`src/rtl/snake_body_ctrl.sv`:
```
// snake_body_ctrl: per-tick snake head/tail engine driving the segment FIFO.
// Optional feature macro WRAP_AROUND_EN: wrap at grid edges instead of dying.
module snake_body_ctrl #(
    parameter int X_BITS   = 8,
    parameter int Y_BITS   = 8,
    parameter int GRID_W   = 40,
    parameter int GRID_H   = 30,
    parameter int INIT_LEN = 3,
    parameter int START_X  = 20,
    parameter int START_Y  = 15,
    parameter int MAX_LEN  = 64
) (
    input  logic                       clk,
    input  logic                       rstn,
    input  logic                       tick,
    input  logic [1:0]                 dir_in,
    input  logic [X_BITS-1:0]          apple_x,
    input  logic [Y_BITS-1:0]          apple_y,
    output logic                       fifo_write,
    output logic                       fifo_read,
    output logic [X_BITS+Y_BITS-1:0]   fifo_wdata,
    input  logic [X_BITS+Y_BITS-1:0]   fifo_rdata,
    input  logic                       fifo_empty,
    output logic [X_BITS-1:0]          head_x,
    output logic [Y_BITS-1:0]          head_y,
    output logic [X_BITS-1:0]          tail_x,
    output logic [Y_BITS-1:0]          tail_y,
    output logic                       tail_valid,
    output logic                       apple_eaten,
    output logic [$clog2(MAX_LEN):0]   length,
    output logic                       game_over,
    output logic                       busy
);
    localparam int LW = $clog2(MAX_LEN) + 1;
    localparam logic [X_BITS-1:0] X_MAX   = X_BITS'(GRID_W - 1);
    localparam logic [Y_BITS-1:0] Y_MAX   = Y_BITS'(GRID_H - 1);
    localparam logic [X_BITS-1:0] X_TAIL0 = X_BITS'(START_X - INIT_LEN + 1);
    localparam logic [X_BITS-1:0] X_START = X_BITS'(START_X);
    localparam logic [Y_BITS-1:0] Y_START = Y_BITS'(START_Y);

    typedef enum logic [2:0] {INIT, IDLE, MOVE, PUSH, POP, CAPTURE, DEAD} state_t;
    state_t state, state_nx;
    logic live, wall, die, grow, init_last;
    logic [1:0] dir;
    logic [LW-1:0] init_cnt;
    logic [X_BITS-1:0] cand_x, nx_x;
    logic [Y_BITS-1:0] cand_y, nx_y;

    // cand is the wrapped neighbour; wall flags that the wrap was needed
    always_comb begin
        cand_x = head_x;
        cand_y = head_y;
        wall   = 1'b0;
        case (dir)
            2'b00: begin wall = head_x == X_MAX; cand_x = wall ? '0 : head_x + X_BITS'(1); end
            2'b01: begin wall = head_y == '0; cand_y = wall ? Y_MAX : head_y - Y_BITS'(1); end
            2'b10: begin wall = head_x == '0; cand_x = wall ? X_MAX : head_x - X_BITS'(1); end
            default: begin wall = head_y == Y_MAX; cand_y = wall ? '0 : head_y + Y_BITS'(1); end
        endcase
    end

`ifdef WRAP_AROUND_EN
    assign die = 1'b0;
`else
    assign die = wall;
`endif

    assign grow      = {nx_x, nx_y} == {apple_x, apple_y} && length < LW'(MAX_LEN);
    assign init_last = init_cnt == LW'(INIT_LEN - 1);
    // live masks the first post-reset cycle so every output reads 0 while in reset
    assign busy      = live && state != IDLE;

    always_comb begin
        state_nx   = state;
        fifo_write = 1'b0;
        fifo_read  = 1'b0;
        fifo_wdata = {nx_x, nx_y};
        case (state)
            INIT: begin
                fifo_write = live;
                fifo_wdata = {X_TAIL0 + X_BITS'(init_cnt), Y_START};
                state_nx   = live && init_last ? IDLE : INIT;
            end
            IDLE:    state_nx = tick ? MOVE : IDLE;
            MOVE:    state_nx = die ? DEAD : PUSH;
            PUSH: begin
                fifo_write = 1'b1;
                state_nx   = grow ? IDLE : POP;
            end
            POP: begin
                fifo_read = !fifo_empty;
                state_nx  = fifo_empty ? IDLE : CAPTURE;
            end
            CAPTURE: state_nx = IDLE;
            default: state_nx = DEAD;
        endcase
    end

    always_ff @(posedge clk or negedge rstn) begin
        if (!rstn) begin
            state       <= INIT;
            live        <= 1'b0;
            dir         <= 2'b00;
            init_cnt    <= '0;
            nx_x        <= '0;
            nx_y        <= '0;
            head_x      <= '0;
            head_y      <= '0;
            tail_x      <= '0;
            tail_y      <= '0;
            tail_valid  <= 1'b0;
            apple_eaten <= 1'b0;
            length      <= '0;
            game_over   <= 1'b0;
        end else begin
            state       <= state_nx;
            live        <= 1'b1;
            tail_valid  <= state == CAPTURE;
            apple_eaten <= state == PUSH && grow;
            if (state == INIT && live) begin
                init_cnt <= init_cnt + LW'(1);
                if (init_last) begin
                    head_x <= X_START;
                    head_y <= Y_START;
                    length <= LW'(INIT_LEN);
                end
            end
            // reversal onto the body is ignored: opposite directions differ only in bit 1
            if (state == IDLE && tick && dir_in != (dir ^ 2'b10))
                dir <= dir_in;
            if (state == MOVE) begin
                nx_x <= cand_x;
                nx_y <= cand_y;
                if (die)
                    game_over <= 1'b1;
            end
            if (state == PUSH) begin
                head_x <= nx_x;
                head_y <= nx_y;
                if (grow)
                    length <= length + LW'(1);
            end
            if (state == CAPTURE)
                {tail_x, tail_y} <= fifo_rdata;
        end
    end
endmodule

```
`config.mk`:
```
export PLATFORM = sky130hd
export DESIGN_NAME = snake_body_ctrl
export DESIGN_NICKNAME = d
export VERILOG_FILES = /design/src/rtl/snake_body_ctrl.sv
export SDC_FILE = /design/constraint.sdc
export NUM_CORES = 1
export LEC_CHECK = 0
export ABC_AREA = 1
export CORE_MARGIN = 3
export CORE_UTILIZATION = 40
export CTS_BUF_LIST = sky130_fd_sc_hd__clkbuf_4 sky130_fd_sc_hd__clkbuf_8 sky130_fd_sc_hd__clkbuf_16
export DETAILED_ROUTE_END_ITERATION = 6
export GPL_ROUTABILITY_DRIVEN = 0
export MAX_ROUTING_LAYER = met4
export PLACE_DENSITY = 0.68
export SYNTH_ARGS = -nofsm -noshare
export SYNTH_HDL_FRONTEND = slang
export SYNTH_SLANG_ARGS = --single-unit
```
`constraint.sdc`:
```
create_clock -name clk -period 1.3 [get_ports clk]
set_input_delay 0.195 -clock clk [delete_from_list [all_inputs] [get_ports clk]]
set_output_delay 0.195 -clock clk [all_outputs]
set_load 0.05 [all_outputs]
```
### Yosys cells after proc, flatten, opt, wreduce, memory -nomap -nowiden

Index checks and enable logic that the tools add are counted.

* register bits: 71
* input bits: 38
* output and inout port bits: 61
* logic and storage cells: 79

* $add $sub $neg: 7
* $lt $le $gt $ge: 1
* eq/ne operators: 13
* mux-type cells: 26
* bitwise gates (word level): 1
* reductions and logical operators: 17

Operators by type and width (number)
* 8-bit 2-to-1 mux: 10
* 8-bit one-hot mux with 2 select lines: 2
* 7-bit 2-to-1 mux: 4
* 3-bit one-hot mux with 6 select lines: 1
* 8-bit by 1-bit adder with 8-bit output, second input constant: 2
* 16-bit == test: 1
* 8-bit zero test: 2
* 16-bit 2-to-1 mux: 1
* 8-bit by 1-bit subtractor with 8-bit output, second input constant: 2
* 7-bit by 1-bit adder with 7-bit output, second input constant: 2
* 3-bit 2-to-1 mux: 3
* 5-bit by 7-bit adder with 8-bit output, first input constant: 1
* 8-bit by 5-bit == test with 1-bit output, second input constant: 1
* 8-bit by 6-bit == test with 1-bit output, second input constant: 1
* 7-bit by 2-bit == test with 1-bit output, second input constant: 1
* 1-bit logical AND: 7
* 7-bit < comparator, second input constant: 1
* 3-bit by 2-bit == test with 1-bit output, second input constant: 2
* 3-bit == test, second input constant: 2
* 2-bit AND reduction: 2
* 2-bit nonzero test: 2
* 3-bit by 1-bit == test with 1-bit output, second input constant: 1
* 3-bit zero test: 1
* 3-bit by 1-bit inequality test with 1-bit output, second input constant: 1
* 11 further kinds: 12

### Longest topological paths before layout

* depth in word-level cells: 5
* mapped depth: 11
* depth with buffers taken out: 11

### Worst setup path before layout

No wires, ideal clock.

* kind: register to output
* start point: reg state[1]
* end point: out fifo_wdata[11]
* data arrival time: 1.992 ns
* data required time: 1.105 ns
* setup slack: -0.887 ns
* cell stages (with the launch flop): 5
* path buffers: 1
* cells stage by stage: dfrtp_1 -> nor2_4 -> nand2_4 -> buf_2 -> o31ai_1

* longest elaborated chain between the ends: 2

Ends and longest elaborated chain
* start: declaration: line 42 `state_t state, state_nx;`
* start signal: assignment: line 116 `state <= state_nx;`
* 3-bit zero test: line 78 `case (state)`
* 16-bit 2-to-1 mux: line 78
* end: declaration: line 21 `output logic [X_BITS+Y_BITS-1:0] fifo_wdata,`

No other way between the ends.

### Worst setup path in the final report

* start point: reg state[0]
* end point: out fifo_wdata[12]

The elaborated chain is that of the path after synthesis.

==> impl_results.md <==
* Status: finished with violations
* Failing checks: setup timing
* Max Clk Rate at 0.511 GHz
* RSZ-0062 raised after global routing: yes
* Clock Tree Buf Depth at 2
* Area grow syn2layout at 100%
* CTS tree: done
* Final core occ at 84.4%
* Buf+Inv Stages, Crit Path at 3
* Remaining antenna violation count after routing at 0
* Final TNS setup at -28.51 ns
* Clock latency on the worst-skew pair at 0.37 ns
* Crit share post-route at 151%
* Ant diodes at 0
* Yosys reg bits at 71
* Tmin final at 1.96 ns
* Total power at 4.36 mW
* Row count at 37
* CTS Sinks at 71
* CP Class: reg2out
* Placed insts at 948
* Max Clock Skew at 0.0237 ns
* Final worst setup slack at -0.658 ns
* CP peak stage delay at 0.44 ns
* Final std cells w/o fill at 1,014
* Remaining Overflow, GRT at 0
* Initial antenna violation count at 0
* Via density at 5.73
* Critical path data arrival time at 1.76 ns
* Worst vdd rail ir drop at 0.483 mV
* Hpwl dp at 11,200 µm
* Num CTS Buffers at 9
* Routed vias at 5,810
* # setup viols final at 83
* Vias in the first global route at 5,864
* Asr flop ratio synth at 100%
* WP data required at 1.11 ns
* Count of final max-slew check failures at 0
* FF-to-FF Start: state[1]
* Crit-path leading delay family: buffers and inverters
* GRT Overall Usage at 29.2%
* Dpl cell area at 0.00744 mm²
* Die ar. at 0.0125 mm²
* Main synth FF type: dfrtp_1
* Initial Utilization at 42.2%
* DR iter-0 viols at 632
* DRC Markers at 0
* Largest net degree at the start of global routing at 72
* Synth warn at 0
* Worst-path clk slew at 0.08 ns
* Slowest cell on the critical path: dfrtp_1
* Design area at 0.00894 mm²
* HP Start: fifo_rdata[4]
* Fillers at 480
* Mapped Nets at 650
* P per Cell Area at 488 mW/mm²
* Share of cells above drive strength 1 at 53.4%
* HP Class: in2reg
* Hold_ws at 0.366 ns
* Yosys cell types at 41
* Global-route wire length before repair at 28,800 µm
* Overall routed net length at 21,400 µm
* Worst setup path start: state[0]
* Leak at 4.23 nW
* Worst-path fanout max at 6
* Io pins at 99
* Endpoint class of the critical path: output pin
* Router iterations before antenna repair at 7
* Root Driver: clkbuf_8
* Post-Syn Instances at 601
* Port bufs at 98
* Critical path, cell by cell: nor2_4 > nand2_4 > clkinvlp_4 > buf_4 > a31oi_4 > buf_12
* CP startpoint kind: register
* Max cap viols at 0
* Die height at 112 µm
* Sequential share of the synthesized area at 39.7%
* Die width at 112 µm
* Wirelength per Cell at 21.1 µm
* Core ar. at 0.0106 mm²
* Synth Cell Area at 0.00447 mm²
* H-Tree Depth at 3
* Layout Nets at 922
* Hold Vio Cnt, Final at 0
* Post-synth EDFFs at 0
* Post-place setup slack at -0.482 ns
* Syn Area/Cell at 7.44 µm²
[registers in the layout (all words and copies together), names as in the netlist]
| register | count |
|---|---|
| init_cnt | 7 |
| game_over | 1 |
| tail_x | 8 |
| tail_y | 8 |
| nx_x | 8 |
| head_x | 8 |
| nx_y | 8 |
| state | 3 |
| dir | 2 |
| live | 1 |
| length | 7 |
| apple_eaten | 1 |
| head_y | 8 |
| tail_valid | 1 |
[metal layers]
layer	share of wire, %	GRT usage, %	wire length [µm]	vias up
met1	36	33.7	7790	2717
met2	48	48.9	10300	486
met4	5.7	13.5	1220	0
met5	0	-	0	-
met3	9.7	5.87	2080	138
li1	-	-	-	2469
[repair_timing]
| action | 4_1_cts | 5_1_grt |
|---|---|---|
| endpoints found under the hold margin | 71 | 0 |
| resized for setup | 141 | 89 |
| pin swaps | 51 | 41 |
| buffers inserted | 26 | 31 |
| setup endpoints to repair | 93 | 84 |
| hold buffers | 1 | 0 |
[synth_stat cells (2+ instances only)]
cell type,number,area (µm²)
nor2_2,7,43.8
buf_6,3,33.8
o22ai_1,12,75.1
a31oi_1,2,12.5
nand2_2,2,12.5
a22oi_1,8,60.1
ha_1,11,138
nor2_4,7,78.8
inv_2,12,45.0
o21ai_1,7,35.0
o21ai_0,23,115
nor2_1,42,158
nand2_1,171,642
xor2_1,25,219
buf_4,2,15.0
buf_2,10,50.1
a21oi_1,15,75.1
xnor2_1,3,26.3
nand3_1,52,260
o211ai_1,2,15.0
clkinv_1,2,7.51
nor3_1,4,20.0
nand3_2,3,30.0
nand2_4,3,33.8
inv_1,75,282
dfrtp_1,71,1780
nand4_1,13,81.3
[placed cells by master (no fill, tap or decap), types with 7 or more instances in the layout]
cell	n
nand2_1	144
buf_4	124
buf_12	66
inv_1	53
dfrtp_1	47
buf_6	47
clkdlybuf4s50_1	36
nand3_1	32
nor2_4	27
xor2_1	24
nor2_1	23
dfrtp_2	22
inv_2	18
nand2_4	16
nand2_2	14
nand4_1	13
nand3_2	12
nand3_4	11
clkbuf_8	11
inv_4	10
o22ai_2	10
o21ai_1	9
o21ai_2	9
ha_4	9
a22oi_2	8
a21oi_1	8
o21ai_0	7
a21oi_2	7
[worst reg2reg max path, stage by stage (launching register included)]
cell,delay (ns)
dfrtp_1,0.43
nor2_4,0.16
nand2_4,0.10
buf_12,0.15
buf_12,0.13
nor2_8,0.11
buf_12,0.14
nand2_8,0.09
clkinv_8,0.09
nor2_4,0.04
nand2_1,0.08
nand2_1,0.09
nand2_1,0.08
nand2_1,0.07
[report_power, final]
group          total [mW]  switching (mW)  internal, mW
combinational       0.384           0.203         0.181
clock                1.76           0.963         0.796
sequential           2.22          0.0105          2.21
total                4.36            1.18          3.19
[layout make-up]
cell class / count / area, µm² / share of cell area [%]
Multi-Input combinational cell: 425 / 3190 / 35.7
Timing Repair Buffer: 276 / 3170 / 35.5
Sequential cell: 71 / 1810 / 20.3
Inverter: 90 / 414 / 4.63
Tap cell: 136 / 170 / 1.90
Clock buffer: 11 / 151 / 1.69
Clock inverter: 5 / 31.3 / 0.350
[logic make-up after synthesis]
logic type | share of synthesized area, %
buffers and inverters | 9.79
AND/OR/NAND/NOR | 31.7
adder cells (fa/ha/maj) | 3.08
other | 0.0838
multiplexers | 0.252
flip-flops | 39.7
XOR/XNOR | 5.48
AO/OA/AOI/OAI | 9.85
[final timing paths]
check	cells after the start	slack, ns	endpoint
worst max-delay path	6	-0.66	fifo_wdata[12]
worst min-delay path	3	0.37	tail_y[4]
worst max register to register	13	-0.57	length[5]
worst min register to register	2	0.55	tail_y[7]
max in group asynchronous	3	0.56	head_y[0]
min in group asynchronous	3	0.38	init_cnt[2]
No activity file was read; power rests on OpenSTA's default activity.
